### src/rtl/branch_predict_unit_if.sv
// branch_predict_unit_if
//   Fetch/EX signal bundle between the fetch pipeline and branch_predict_unit.
//   master : the pipeline side; drives fetch PC, BTB result and EX resolution,
//            and receives next-PC and redirect.
//   slave  : the predictor.
//   Fetch side : pc, pc_add4, PCEN, branch_found, branch_addr
//   EX side    : ex_is_branch, ex_taken, ex_target, ex_pc_add4
//   Outputs    : npc, pred_taken, mispredict, correct_npc
//   Optional   : stat_branches, stat_mispredicts (only when PRED_STATS_EN is defined)
interface branch_predict_unit_if;
    logic [31:0] pc;
    logic [31:0] pc_add4;
    logic        PCEN;
    logic        branch_found;
    logic [31:0] branch_addr;
    logic        ex_is_branch;
    logic        ex_taken;
    logic [31:0] ex_target;
    logic [31:0] ex_pc_add4;
    logic [31:0] npc;
    logic        pred_taken;
    logic        mispredict;
    logic [31:0] correct_npc;
`ifdef PRED_STATS_EN
    logic [31:0] stat_branches;
    logic [31:0] stat_mispredicts;
`endif

    modport master (
        output pc, pc_add4, PCEN, branch_found, branch_addr,
               ex_is_branch, ex_taken, ex_target, ex_pc_add4,
        input  npc, pred_taken, mispredict, correct_npc
`ifdef PRED_STATS_EN
        , input stat_branches, stat_mispredicts
`endif
    );

    modport slave (
        input  pc, pc_add4, PCEN, branch_found, branch_addr,
               ex_is_branch, ex_taken, ex_target, ex_pc_add4,
        output npc, pred_taken, mispredict, correct_npc
`ifdef PRED_STATS_EN
        , output stat_branches, stat_mispredicts
`endif
    );
endinterface

### src/rtl/branch_predict_unit.sv
// branch_predict_unit
//   Fetch-stage next-PC selector behind the BTB. A direct-mapped table of
//   2-bit saturating counters gates the BTB hit; each prediction rides the
//   ID/EX tracking pipe and is checked against the resolved outcome in EX,
//   where a mismatch raises mispredict and redirects npc to correct_npc.
//   Ports : CLK, RST (async, active high), bp (branch_predict_unit_if.slave)
//   Params: IDX_W    - counter index width, table has 2**IDX_W entries
//           CTR_INIT - counter reset value
//   Macro : PRED_STATS_EN - adds stat_branches / stat_mispredicts counters
module branch_predict_unit #(
    parameter int         IDX_W    = 4,
    parameter logic [1:0] CTR_INIT = 2'b01
) (
    input logic                  CLK,
    input logic                  RST,
    branch_predict_unit_if.slave bp
);
    localparam int ENTRIES = 1 << IDX_W;

    typedef struct packed {
        logic             pt;
        logic [31:0]      tgt;
        logic [IDX_W-1:0] idx;
    } pred_t;

    logic [1:0]       ctr [ENTRIES];
    logic [IDX_W-1:0] idx;
    logic             pred_taken;
    logic [31:0]      pred_npc;
    logic             mispredict;
    logic [31:0]      correct_npc;

    // vld_pipe[1] = ID valid, vld_pipe[2] = EX valid
    logic [2:1] vld_pipe;
    pred_t      id_p, ex_p;
    logic       id_v, ex_v;

    logic       ctr_upd;
    logic [1:0] ctr_cur, ctr_nxt;

    assign id_v = vld_pipe[1];
    assign ex_v = vld_pipe[2];

    // Prediction: table read is the pre-update value even if EX writes the same entry.
    assign idx        = bp.pc[IDX_W+1:2];
    assign pred_taken = bp.branch_found & ctr[idx][1];
    assign pred_npc   = pred_taken ? bp.branch_addr : bp.pc_add4;

    // Resolution: a taken/taken pair still mispredicts when the BTB target was wrong.
    assign mispredict  = ex_v & bp.ex_is_branch &
                         ((ex_p.pt != bp.ex_taken) |
                          (ex_p.pt & bp.ex_taken & (ex_p.tgt != bp.ex_target)));
    assign correct_npc = bp.ex_taken ? bp.ex_target : bp.ex_pc_add4;

    assign bp.pred_taken  = pred_taken;
    assign bp.mispredict  = mispredict;
    assign bp.correct_npc = correct_npc;
    assign bp.npc         = mispredict ? correct_npc : pred_npc;

    // Tracking pipe: advances only with PCEN so a held redirect stays asserted.
    always_ff @(posedge CLK or posedge RST) begin
        if (RST) begin
            vld_pipe <= '0;
            id_p     <= '0;
            ex_p     <= '0;
        end else if (bp.PCEN) begin
            if (mispredict) begin
                vld_pipe <= '0;
            end else begin
                vld_pipe <= {vld_pipe[1], 1'b1};
                id_p     <= '{pt: pred_taken, tgt: bp.branch_addr, idx: idx};
                ex_p     <= id_p;
            end
        end
    end

    // Direction training uses the resolved direction even on a target-only mispredict.
    assign ctr_upd = bp.PCEN & ex_v & bp.ex_is_branch;
    assign ctr_cur = ctr[ex_p.idx];

    always_comb begin
        ctr_nxt = ctr_cur;
        if (bp.ex_taken) begin
            if (ctr_cur != 2'b11) ctr_nxt = ctr_cur + 2'b01;
        end else begin
            if (ctr_cur != 2'b00) ctr_nxt = ctr_cur - 2'b01;
        end
    end

    always_ff @(posedge CLK or posedge RST) begin
        if (RST) begin
            for (int i = 0; i < ENTRIES; i++) ctr[i] <= CTR_INIT;
        end else if (ctr_upd) begin
            ctr[ex_p.idx] <= ctr_nxt;
        end
    end

`ifdef PRED_STATS_EN
    logic [31:0] stat_branches, stat_mispredicts;

    always_ff @(posedge CLK or posedge RST) begin
        if (RST) begin
            stat_branches    <= '0;
            stat_mispredicts <= '0;
        end else if (ctr_upd) begin
            stat_branches <= stat_branches + 32'd1;
            if (mispredict) stat_mispredicts <= stat_mispredicts + 32'd1;
        end
    end

    assign bp.stat_branches    = stat_branches;
    assign bp.stat_mispredicts = stat_mispredicts;
`endif

    // PC bits outside the index field do not affect the prediction.
    logic unused_pc_bits;
    assign unused_pc_bits = ^{bp.pc[31:IDX_W+2], bp.pc[1:0], id_v};
endmodule

### src/flat_wrapper.sv
// flat-port wrapper written by rule: the top's interface ports become plain ports
module branch_predict_unit_flat 
#(
    parameter int         IDX_W    = 4,
    parameter logic [1:0] CTR_INIT = 2'b01
)
  (CLK, RST, bp_pc, bp_pc_add4, bp_PCEN, bp_branch_found, bp_branch_addr, bp_ex_is_branch, bp_ex_taken, bp_ex_target, bp_ex_pc_add4, bp_npc, bp_pred_taken, bp_mispredict, bp_correct_npc);
  branch_predict_unit_if bp_i ();
  input logic CLK;
  input logic RST;
  input wire logic [$bits(bp_i.pc)-1:0] bp_pc;
  input wire logic [$bits(bp_i.pc_add4)-1:0] bp_pc_add4;
  input wire logic [$bits(bp_i.PCEN)-1:0] bp_PCEN;
  input wire logic [$bits(bp_i.branch_found)-1:0] bp_branch_found;
  input wire logic [$bits(bp_i.branch_addr)-1:0] bp_branch_addr;
  input wire logic [$bits(bp_i.ex_is_branch)-1:0] bp_ex_is_branch;
  input wire logic [$bits(bp_i.ex_taken)-1:0] bp_ex_taken;
  input wire logic [$bits(bp_i.ex_target)-1:0] bp_ex_target;
  input wire logic [$bits(bp_i.ex_pc_add4)-1:0] bp_ex_pc_add4;
  output wire logic [$bits(bp_i.npc)-1:0] bp_npc;
  output wire logic [$bits(bp_i.pred_taken)-1:0] bp_pred_taken;
  output wire logic [$bits(bp_i.mispredict)-1:0] bp_mispredict;
  output wire logic [$bits(bp_i.correct_npc)-1:0] bp_correct_npc;
  assign bp_i.pc = bp_pc;
  assign bp_i.pc_add4 = bp_pc_add4;
  assign bp_i.PCEN = bp_PCEN;
  assign bp_i.branch_found = bp_branch_found;
  assign bp_i.branch_addr = bp_branch_addr;
  assign bp_i.ex_is_branch = bp_ex_is_branch;
  assign bp_i.ex_taken = bp_ex_taken;
  assign bp_i.ex_target = bp_ex_target;
  assign bp_i.ex_pc_add4 = bp_ex_pc_add4;
  assign bp_npc = bp_i.npc;
  assign bp_pred_taken = bp_i.pred_taken;
  assign bp_mispredict = bp_i.mispredict;
  assign bp_correct_npc = bp_i.correct_npc;
  branch_predict_unit #(.IDX_W(IDX_W), .CTR_INIT(CTR_INIT)) u_core (.CLK(CLK), .RST(RST), .bp(bp_i));
endmodule
### config.mk
export PLATFORM = sky130hd
export DESIGN_NAME = branch_predict_unit_flat
export DESIGN_NICKNAME = d
export VERILOG_FILES = /design/src/rtl/branch_predict_unit_if.sv /design/src/rtl/branch_predict_unit.sv /design/src/flat_wrapper.sv
export SDC_FILE = /design/constraint.sdc
export NUM_CORES = 1
export LEC_CHECK = 0
export BUFFER_PORTS_ARGS = -buffer_cell sky130_fd_sc_hd__buf_2
export CELL_PAD_IN_SITES_DETAIL_PLACEMENT = 0
export CELL_PAD_IN_SITES_GLOBAL_PLACEMENT = 1
export CORE_AREA = 2 2 130 132
export DETAILED_ROUTE_END_ITERATION = 10
export DIE_AREA = 0 0 132 134
export PLACE_DENSITY_LB_ADDON = 0.08
export SKIP_CTS_REPAIR_TIMING = 1
export SLEW_MARGIN = 20
export SYNTH_ARGS = -nofsm -noshare
export SYNTH_HDL_FRONTEND = slang
export SYNTH_SLANG_ARGS = --single-unit
### constraint.sdc
create_clock -name CLK -period 4.5 [get_ports CLK]
set_clock_uncertainty 0.05 [all_clocks]
set_input_delay 1.125 -clock CLK [delete_from_list [all_inputs] [get_ports CLK]]
set_output_delay 1.125 -clock CLK [all_outputs]
set_load 0.005 [all_outputs]
### Word level (Yosys, flattened, before mapping)

Cells that the tools add are included.

| storage, ports and cells | value |
|---|---|
| register bits after elaboration | 108 |
| bits of input ports | 166 |
| output and inout bits | 66 |
| logic and storage cells | 61 |

| operators by class | value |
|---|---|
| add/sub/neg operators | 2 |
| magnitude comparators | 3 |
| equal/unequal tests | 3 |
| multiplexer cells | 16 |
| bitwise operators | 11 |
| reductions and logical operators | 3 |

Operators with widths:

| operator | count |
|---|---|
| $mux 32 | 3 |
| $bwmux 32 | 1 |
| $ne 32x32->1 | 1 |
| $mux 2 | 9 |
| $bmux 2 s4 | 2 |
| $ge 5x5->1 const B | 2 |
| $not 4->5 | 2 |
| $demux 2 s4 | 1 |
| $and 1x1->1 | 7 |
| $lt 5x1->1 const B | 1 |
| $add 2x1->2 const B | 1 |
| $ne 2x2->1 const B | 1 |
| $reduce_and 2->1 | 1 |
| $reduce_bool 2->1 | 1 |
| $sub 2x1->2 const B | 1 |
| $logic_and 1x1->1 | 1 |
| $ne 1x1->1 | 1 |
| $not 1->1 | 1 |
| $or 1x1->1 | 1 |

### Logic depth before layout (Yosys ltp)

Gate-level depths: netlist (run 1).

| logic depth | value |
|---|---|
| depth in word-level cells | 8 |
| gate-level depth with buffers | 9 |
| gate-level depth less buffers | 7 |

### Worst setup path before layout (run 1)

No wires, ideal clock.

| timing | value |
|---|---|
| path kind | input -> output |
| from | input port bp_pc[2] |
| to | output port bp_npc[10] |
| arrival time | 2.765 ns |
| required time | 3.325 ns |
| setup slack | 0.560 ns |
| stages on the path | 8 |
| path buffers | 3 |
| cells stage by stage | buf_2 > mux4_2 > o2111ai_1 > a21bo_2 > clkbuf_1 > buf_2 > nand2_1 > a2bb2oi_1 |

| between the ends | value |
|---|---|
| cells in the longest elaborated chain, start to end | 7 |

Ends and longest elaborated chain:

| item | line | RTL |
|---|---|---|
| start, declared | flat_wrapper.sv:11 | `input wire logic [$bits(bp_i.pc)-1:0] bp_pc;` |
| $not 4->5 (not written as such) | branch_predict_unit.sv:46 | `assign pred_taken = bp.branch_found & ctr[idx][1];` |
| $bmux 2 s4 | branch_predict_unit.sv:46 |  |
| $mux 2 (not written as such) (2 in series) | branch_predict_unit.sv:46 |  |
| $and 1x1->1 | branch_predict_unit.sv:46 |  |
| $mux 32 | branch_predict_unit.sv:47 | `assign pred_npc = pred_taken ? bp.branch_addr : bp.pc_add4;` |
| $mux 32 | branch_predict_unit.sv:58 | `assign bp.npc = mispredict ? correct_npc : pred_npc;` |
| end, declared | flat_wrapper.sv:20 | `output wire logic [$bits(bp_i.npc)-1:0] bp_npc;` |

Every way passes these cells. The select of a mux whose other input is x is not followed.

### Worst setup path in the final report (run 1)

| timing | value |
|---|---|
| from | input port bp_ex_target[2] |
| to | output port bp_npc[12] |

| between the ends | value |
|---|---|
| cells in the longest elaborated chain, start to end | 5 |

Ends and longest elaborated chain:

| item | line | RTL |
|---|---|---|
| start, declared | flat_wrapper.sv:18 | `input wire logic [$bits(bp_i.ex_target)-1:0] bp_ex_target;` |
| $ne 32x32->1 | branch_predict_unit.sv:52 | `(ex_p.pt & bp.ex_taken & (ex_p.tgt != bp.ex_target)));` |
| $and 1x1->1 | branch_predict_unit.sv:52 |  |
| $or 1x1->1 | branch_predict_unit.sv:51 | `((ex_p.pt != bp.ex_taken) \|` |
| $and 1x1->1 | branch_predict_unit.sv:50 | `assign mispredict = ex_v & bp.ex_is_branch &` |
| $mux 32 | branch_predict_unit.sv:58 |  |

Every way passes these cells.

==> impl_metrics.yaml, run 1 <==
clock_tree:
  cts_buffers: 9
  cts_num_sinks: 108
  path_clk_slew_ps: 70
  ctsHtreeMaxLevel: 3
  tritoncts: "done"
  insertion_delay_ps: 350
  clk_path_buf_depth: 2
  cts_root_buffer: "clkbuf_16"
placed_design:
  pre_cts_ws_ps: 79.2
  dp_hpwl_um: 13100
  globalplace.congestion: 0.796
  portBuffers: 203
synth:
  ys_seq_elements: 108
  synth_edf_count: 0
  yosys-top-cells-count: "mux2_2, dfrtp_1, nand2_1"
  ys_seq_area_share_pct: 44.8
  synth_top_area_share_pct: 37.9
  synthFlopType: "dfrtp_1"
  synth.area.top_cells: "dfrtp_1, mux2_2, dfstp_2, a2bb2oi_1, a311oi_1"
  synth_area_leader_cell: "dfrtp_1"
  yosysWarnings: 0
  synth.most_common_cell: "mux2_2"
  syn_area_sq_um: 6080
  syn_nets: 683
  synth_cells: 516
  syn_area_per_cell_sq_um: 11.8
  async_flop_share_pct: 100
  ys_types: 38
worst_setup_path:
  crit_type: "primary input to primary output"
  start_kind: "primary input"
  r2r-end: "u_core.ex_p[8]$_DFFE_PP0P_"
  rrSetupSlack_ps: 1490
  reg2regPathDepth: 9
  crit_arrival_ps: 3170
  crit_path_max_fanout: 26
  end_kind: "primary output"
  r2r-start: "u_core.ex_p[6]$_DFFE_PP0P_"
  worstPathRequired_ps: 3320
power_and_ir_drop:
  leakage_uw: 0.00348
  peakVddDrop_uv: 208
  power_uw: 3180
  power-per-cell-area_nw_per_um2: 413
timing:
  worst_slack_ps: 154
  worst_slew_pin_slew_ps: 821
  grt_setup_unrepaired: "false"
  finalMaxSlewViolations: 0
  timing.hold.ws_ps: 421
  fin_crit_sh_pct: 96.6
  fin_setup_tns_ps: 0
  final_hold_viol_count: 0
  relSlewSlack_pct: 45.2
  period_needed_ps: 4350
  setup_viol: 0
  fmax_mhz: 230
min_path:
  whs_path_depth: 2
  hp-class: "flip-flop to flip-flop"
  hp-start: "u_core.ctr[28]$_DFFE_PP1P_"
  min_to: "u_core.ctr[28]$_DFFE_PP1P_"
detailed_routing:
  vias: 4837
  drt_pass1_iterations: 4
  viasPerCell: 5.19
  drt_iter0_markers: 211
  wl_um: 17200
  wl_per_cell_um: 18.5
  drtAntennaViolNets: 0
  drcViolationCount: 0
floorplanning:
  die-area_sq_um: 17700
  initial_core_util_pct: 37.3
  die_w_um: 132
  rows: 47
  dieHeight_um: 134
  ios: 232
  core_sq_um: 16300
grt:
  grt_max_degree: 63
  grt_pass1_vias: 5096
  antenna_found_initial: 0
  grtUsageTotal_pct: 20.0
  grt_pass1_wl_um: 27500
  grt.overflow.total: 0
cells_and_area:
  syn2layout_area_growth_pct: 26.9
  post-route-util_pct: 47.4
  n_antenna_cell: 0
  nFillCells: 1563
  drive_gt1_share_pct: 54.8
  nets: 874
job:
  maxCapViolCount: 0
run_status:
  outcome: "complete, no violations"
-- worst max path at each step --
stage	start	to	slack [ps]	cells past startpoint
CTS	bp_ex_target[2]	bp_npc[12]	70	10
finish	bp_ex_target[2]	bp_npc[12]	150	10
floorplan	RST	u_core.ctr[11]$_DFFE_PP0P_	510	1
detailed placement	bp_ex_target[2]	bp_npc[12]	80	10
global placement	bp_ex_target[2]	bp_npc[12]	140	10
global route	bp_ex_target[2]	bp_npc[12]	40	10
-- per-stage QoR --
step / cell area [sq um] / std cells
after global routing: 7710 / 932
after detailed placement: 7410 / 916
after CTS: 7710 / 932
final: 7710 / 932
after floorplan: 6080 / 516
after global placement: 7410 / 916
-- power breakdown --
| part | internal [uW] | switching, uW |
|---|---|---|
| registers | 1240 | 169 |
| clock network | 463 | 354 |
| logic | 517 | 444 |
-- cell type report --
cell class                 count  area (sq um)  share of cell area [%]
multi-input combinational    358          3150                    40.9
tap                          220           275                    3.57
clock inverter                 3          45.0                   0.584
clock buffer                  13           260                    3.37
inverter                      10          40.0                   0.519
timing repair buffer         220          1220                    15.8
sequential                   108          2720                    35.3
-- per-layer routing --
metal,part of all wire (%),wire [um],vias up,global-route usage (%)
met1,44,7570,2378,25.5
li1,-,-,2293,-
met5,0,0,-,0
met3,4.0,698,21,3.10
met4,1.6,276,0,6.52
met2,50,8700,145,35.0
-- state kept, by name (all words and copies together) (netlist names) --
name	flops
u_core.ctr	32
u_core.ex_p	37
u_core.id_p	37
u_core.vld_pipe	2
-- critical path, stage by stage --
cell and delay [ps]:
buf_2 110, xnor2_1 330, nand4_1 250, nor4_1 320, buf_4 160, a21oi_4 90, nor2_4 170, buf_12 190
a2bb2oi_1 250, buf_2 160
-- logic make-up (layout without fill, tap and decap cells) --
group / after synthesis / after routing / synth area share [%]
DFF: 108 / 108 / 44.8
AOI/OAI and AO/OA: 87 / 87 / 11.6
buffers and inverters: 50 / 246 / 3.81
xor gates and xnor gates: 32 / 32 / 4.61
adders and majority gates: 2 / 2 / 0.391
muxes: 139 / 139 / 27.6
and+or+nand+nor: 98 / 98 / 7.22
-- cells in the final DEF, fill, tap and decap left out, types with 11 or more instances in the layout --
cell       instances
a311oi_1          32
xnor2_1           32
buf_4             11
dfstp_2           16
a2bb2oi_1         32
nand2_1           61
mux2_2           122
dfrtp_1           92
o21ai_0           13
buf_2            203
(Power assumes the default switching activity.)
==> run 2: changes to the inputs <==
--- a/config.mk
+++ b/config.mk
@@ -6,11 +6,11 @@
 export NUM_CORES = 1
 export LEC_CHECK = 0
 export BUFFER_PORTS_ARGS = -buffer_cell sky130_fd_sc_hd__buf_2
-export CELL_PAD_IN_SITES_DETAIL_PLACEMENT = 0
-export CELL_PAD_IN_SITES_GLOBAL_PLACEMENT = 1
-export CORE_AREA = 2 2 130 132
+export CELL_PAD_IN_SITES_DETAIL_PLACEMENT = 1
+export CELL_PAD_IN_SITES_GLOBAL_PLACEMENT = 2
+export CORE_AREA = 2 2 144 146
 export DETAILED_ROUTE_END_ITERATION = 10
-export DIE_AREA = 0 0 132 134
+export DIE_AREA = 0 0 146 148
 export PLACE_DENSITY_LB_ADDON = 0.08
 export SKIP_CTS_REPAIR_TIMING = 1
 export SLEW_MARGIN = 20
==> impl_metrics.yaml, run 2 (synthesized netlist as in run 1, its figures left out) <==
placed_design:
  dp_hpwl_um: 14800
  place_inst: 964
  placed_cell_area_sq_um: 7440
  portBuffers: 203
  globalplace.congestion: 0.776
  pre_cts_ws_ps: 186
clock_tree:
  cts_buffers: 9
  clk_path_buf_depth: 2
  insertion_delay_ps: 350
  cts_num_sinks: 108
  tritoncts: "done"
  path_clk_slew_ps: 70
  cts_root_buffer: "clkbuf_16"
  ctsHtreeMaxLevel: 3
worst_setup_path:
  max_stage_delay_ps: 310
  critPathTopFamily: "simple AND/OR/NAND/NOR gates"
  crit_type: "primary input to primary output"
  r2r-start: "u_core.ex_p[0]$_DFFE_PP0P_"
  slowest_stage: "nor4_1"
  r2r-end: "u_core.ctr[5]$_DFFE_PP0P_"
  start_kind: "primary input"
  crit_top_cell: "buf_2"
  crit_arrival_ps: 3100
  path_buf_inv: 4
  reg2regPathDepth: 5
  end_kind: "primary output"
  crit_path_max_fanout: 27
  worstPathRequired_ps: 3320
  crit_path_cell_trace: "buf_2, xnor2_1, nand4_1, nor4_1, buf_4, a21oi_4, nor2_4, buf_12, a2bb2oi_1, buf_2"
  rrSetupSlack_ps: 1670
floorplanning:
  dieHeight_um: 148
  ios: 232
  core_sq_um: 20000
  initial_core_util_pct: 30.3
  die_w_um: 146
  die-area_sq_um: 21600
  rows: 52
power_and_ir_drop:
  peakVddDrop_uv: 172
  leakage_uw: 0.00347
  power-per-cell-area_nw_per_um2: 413
  power_uw: 3200
cells_and_area:
  final_cells: 979
  final_common_cell: "buf_2"
  n_antenna_cell: 0
  reg_top3: "u_core.ex_p: 37 flops, u_core.id_p: 37 flops, u_core.ctr: 32 flops"
  postLayoutCellArea_sq_um: 7750
  nets: 872
  layout.cells.most_common_list: "buf_2, mux2_2, dfrtp_1, nand2_1"
  syn2layout_area_growth_pct: 27.4
  drive_gt1_share_pct: 54.7
timing:
  period_needed_ps: 4270
  worst_slack_ps: 229
  relSlewSlack_pct: 43.2
  worst_slew_pin_slew_ps: 852
  fmax_mhz: 234
  finalMaxSlewViolations: 0
  fin_crit_sh_pct: 94.9
  fin_setup_tns_ps: 0
  grt_setup_unrepaired: "false"
  final_hold_viol_count: 0
  setup_viol: 0
detailed_routing:
  viasPerCell: 5.00
  drcViolationCount: 0
  drt_iter0_markers: 147
  wl_um: 19400
  wl_per_cell_um: 19.9
  drt_pass1_iterations: 4
  vias: 4894
  drtAntennaViolNets: 0
min_path:
  whs_path_depth: 2
  hp-start: "u_core.ctr[28]$_DFFE_PP1P_"
  min_to: "u_core.ctr[28]$_DFFE_PP1P_"
  hp-class: "flip-flop to flip-flop"
grt:
  grt_pass1_vias: 5493
  grt_pass1_wl_um: 30500
  grt.overflow.total: 0
  antenna_found_initial: 0
  grtUsageTotal_pct: 18.3
  grt_max_degree: 44
job:
  maxCapViolCount: 0
run_status:
  outcome: "complete, no violations"
[run 2: cell count changes in the layout (fill, tap and decap cells not counted), sizes merged]
| cell | delta |
|---|---|
| clkinvlp | -1 |
| clkinv | +1 |
| buf | -2 |
| clkbuf | -1 |
[run 2: how the worst max path moves through the flow]
stage | slack [ps] | from | to | depth (start not counted)
3_5_place_dp | 190 | bp_ex_target[2] | bp_npc[4] | 10
4_1_cts | 180 | bp_ex_target[2] | bp_npc[4] | 10
3_3_place_gp | 190 | bp_ex_target[2] | bp_npc[31] | 10
6_report | 230 | bp_ex_target[2] | bp_npc[8] | 10
2_1_floorplan | 510 | RST | u_core.ctr[11]$_DFFE_PP0P_ | 1
5_1_grt | 70 | bp_ex_target[2] | bp_npc[0] | 10
[run 2: through the flow]
step / util (%) / hold slack [ps]
floorplan: - / 391
global placement: 37.1 / 407
detailed placement: 37.1 / 414
CTS: 38.7 / 426
global route: 38.7 / 441
finish: 38.7 / 425
[run 2: power by group]
part / total (uW) / internal, uW / switching, uW
sequential: 1410 / 1240 / 175
combinational: 972 / 513 / 459
clock: 812 / 460 / 351
[run 2: worst register-to-register path, stage by stage, from the launching register on]
cell	delay [ps]
dfrtp_1	770
mux4_1	660
a22oi_1	270
nand3_1	170
maj3_2	470
mux2_2	320
[run 2: metal layers]
metal / up-vias / track usage, % / wire (um)
met4: 0 / 5.63 / 425
met1: 2456 / 22.9 / 8390
met3: 23 / 3.67 / 808
li1: 2283 / - / -
met5: - / 0 / 0
met2: 132 / 32.0 / 9820
[run 2: area by class of cell]
class / instances / area [sq um]
clock inverters: 3 / 46.3
well taps: 270 / 338
inverters: 10 / 40.0
multi-input cells: 358 / 3150
fillers: 2275 / 12300
repair buffers: 218 / 1190
flip-flops and latches: 108 / 2720
clock buffers: 12 / 256
==> run 3: changes to the inputs <==
--- a/config.mk
+++ b/config.mk
@@ -11,6 +11,7 @@
 export CORE_AREA = 2 2 144 146
 export DETAILED_ROUTE_END_ITERATION = 10
 export DIE_AREA = 0 0 146 148
+export GPL_TIMING_DRIVEN = 0
 export PLACE_DENSITY_LB_ADDON = 0.08
 export SKIP_CTS_REPAIR_TIMING = 1
 export SLEW_MARGIN = 20
==> impl_metrics.yaml, run 3 (synthesized netlist as in run 1, its figures left out) <==
detailed_routing:
  drt_pass1_iterations: 4
  wl_per_cell_um: 21.0
  viasPerCell: 4.96
  drcViolationCount: 0
  vias: 4991
  wl_um: 21200
  drtAntennaViolNets: 0
  drt_iter0_markers: 164
worst_setup_path:
  worstPathRequired_ps: 3320
  r2r-start: "u_core.ex_p[6]$_DFFE_PP0P_"
  end_kind: "primary output"
  endpoint: "bp_npc[2]"
  start_kind: "primary input"
  crit_path_max_fanout: 10
  rrSetupSlack_ps: 1520
  reg2regPathDepth: 8
  r2r-end: "u_core.id_p[2]$_DFFE_PP0P_"
  crit_arrival_ps: 3270
  crit_type: "primary input to primary output"
  crit_start: "bp_ex_target[2]"
clock_tree:
  tritoncts: "done"
  cts_buffers: 9
  cts_num_sinks: 108
  cts_root_buffer: "clkbuf_16"
  path_clk_slew_ps: 70
  insertion_delay_ps: 360
  clk_path_buf_depth: 2
  ctsHtreeMaxLevel: 3
timing:
  period_needed_ps: 4450
  finalMaxSlewViolations: 0
  fin_crit_sh_pct: 98.8
  setup_viol: 0
  worst_slew_pin_slew_ps: 842
  timing.hold.ws_ps: 422
  relSlewSlack_pct: 43.8
  fin_setup_tns_ps: 0
  fmax_mhz: 225
  grt_setup_unrepaired: "true"
  final_hold_viol_count: 0
placed_design:
  globalplace.congestion: 0.773
  portBuffers: 201
  dp_hpwl_um: 16300
  placed_cell_area_sq_um: 7460
  place_inst: 988
power_and_ir_drop:
  power-per-cell-area_nw_per_um2: 420
  peakVddDrop_uv: 162
  p_comb_share_pct: 32.1
  leakage_uw: 0.00351
  p_seq_share_pct: 41.8
  swShare_pct: 31.1
  pwr-share-clk_pct: 26.1
  p_sw_uw: 1030
  p_int_uw: 2280
grt:
  grt_max_degree: 80
  grt_pass1_vias: 5773
  grtUsageTotal_pct: 19.8
  grt_pass1_wl_um: 32800
  antenna_found_initial: 4
  grt.overflow.total: 0
cells_and_area:
  reg_top3: "u_core.ex_p: 37 flops, u_core.id_p: 37 flops, u_core.ctr: 32 flops"
  syn2layout_area_growth_pct: 29.4
  final_cells: 1006
  post-route-util_pct: 39.3
  drive_gt1_share_pct: 54.6
  layout.cells.most_common_list: "buf_2, mux2_2, dfrtp_1, nand2_1"
  final_common_cell: "buf_2"
  postLayoutCellArea_sq_um: 7870
  nets: 896
floorplanning:
  core_sq_um: 20000
  rows: 52
  dieHeight_um: 148
  die_w_um: 146
  ios: 232
  initial_core_util_pct: 30.3
  die-area_sq_um: 21600
run_status:
  outcome: "complete, no violations"
min_path:
  hp-class: "flip-flop to flip-flop"
job:
  maxCapViolCount: 0
## run 3: changes by cell type in the layout (fill, tap and decap cells not counted), sizes merged
cell,before,now
buf,218,220
bufinv,1,2
diode,0,2
clkbuf,12,34
## run 3: how the worst min path moves through the flow
stage | from | endpoint | slack (ps) | cells after the start
2_1_floorplan | u_core.ctr[28]$_DFFE_PP1P_ | u_core.ctr[28]$_DFFE_PP1P_ | 390 | 2
3_3_place_gp | u_core.ctr[12]$_DFFE_PP1P_ | u_core.ctr[12]$_DFFE_PP1P_ | 410 | 2
3_5_place_dp | u_core.ctr[12]$_DFFE_PP1P_ | u_core.ctr[12]$_DFFE_PP1P_ | 410 | 2
4_1_cts | u_core.ctr[12]$_DFFE_PP1P_ | u_core.ctr[12]$_DFFE_PP1P_ | 430 | 2
5_1_grt | u_core.ctr[12]$_DFFE_PP1P_ | u_core.ctr[12]$_DFFE_PP1P_ | 450 | 2
6_report | u_core.ctr[12]$_DFFE_PP1P_ | u_core.ctr[12]$_DFFE_PP1P_ | 420 | 2
## run 3: layer usage
layer | wire length, um | up-vias | global-route usage, %
li1 | - | 2340 | -
met1 | 9140 | 2505 | 24.6
met2 | 10800 | 124 | 35.0
met3 | 1050 | 20 | 5.34
met4 | 199 | 2 | 3.69
met5 | 13 | - | 0
## run 3: critical path, stage by stage
cell	delay, ps
buf_2	110
xnor2_1	310
nand4_1	260
nor4_2	360
a21oi_2	190
clkbuf_1	310
a311oi_1	340
a2bb2oi_1	110
buf_2	140
## run 3: stage by stage
stage,worst slack [ps],total power [uW]
4_1_cts,-532,3340
2_1_floorplan,506,2050
5_1_grt,-45.1,3510
3_3_place_gp,-861,2410
3_5_place_dp,-508,2460
6_report,54.5,3300
## run 3: layout make-up
type / count / area [sq um]
flip-flops and latches: 108 / 2720
inverters: 10 / 42.5
diodes: 2 / 5.00
multi-input cells: 358 / 3180
clock inverters: 4 / 72.6
clock buffers: 12 / 246
repair buffers: 203 / 1040
well taps: 270 / 338
fillers: 2288 / 12200
plain buffers: 39 / 214
## run 3: power groups by stage
stage | Sequential (uW) | Clock (uW) | Combinational, uW
finish | 1380 | 863 | 1060
detailed placement | 1400 | 0 | 1060
CTS | 1380 | 897 | 1060
global route | 1420 | 927 | 1170
global placement | 1380 | 0 | 1030
floorplan | 1350 | 0 | 699
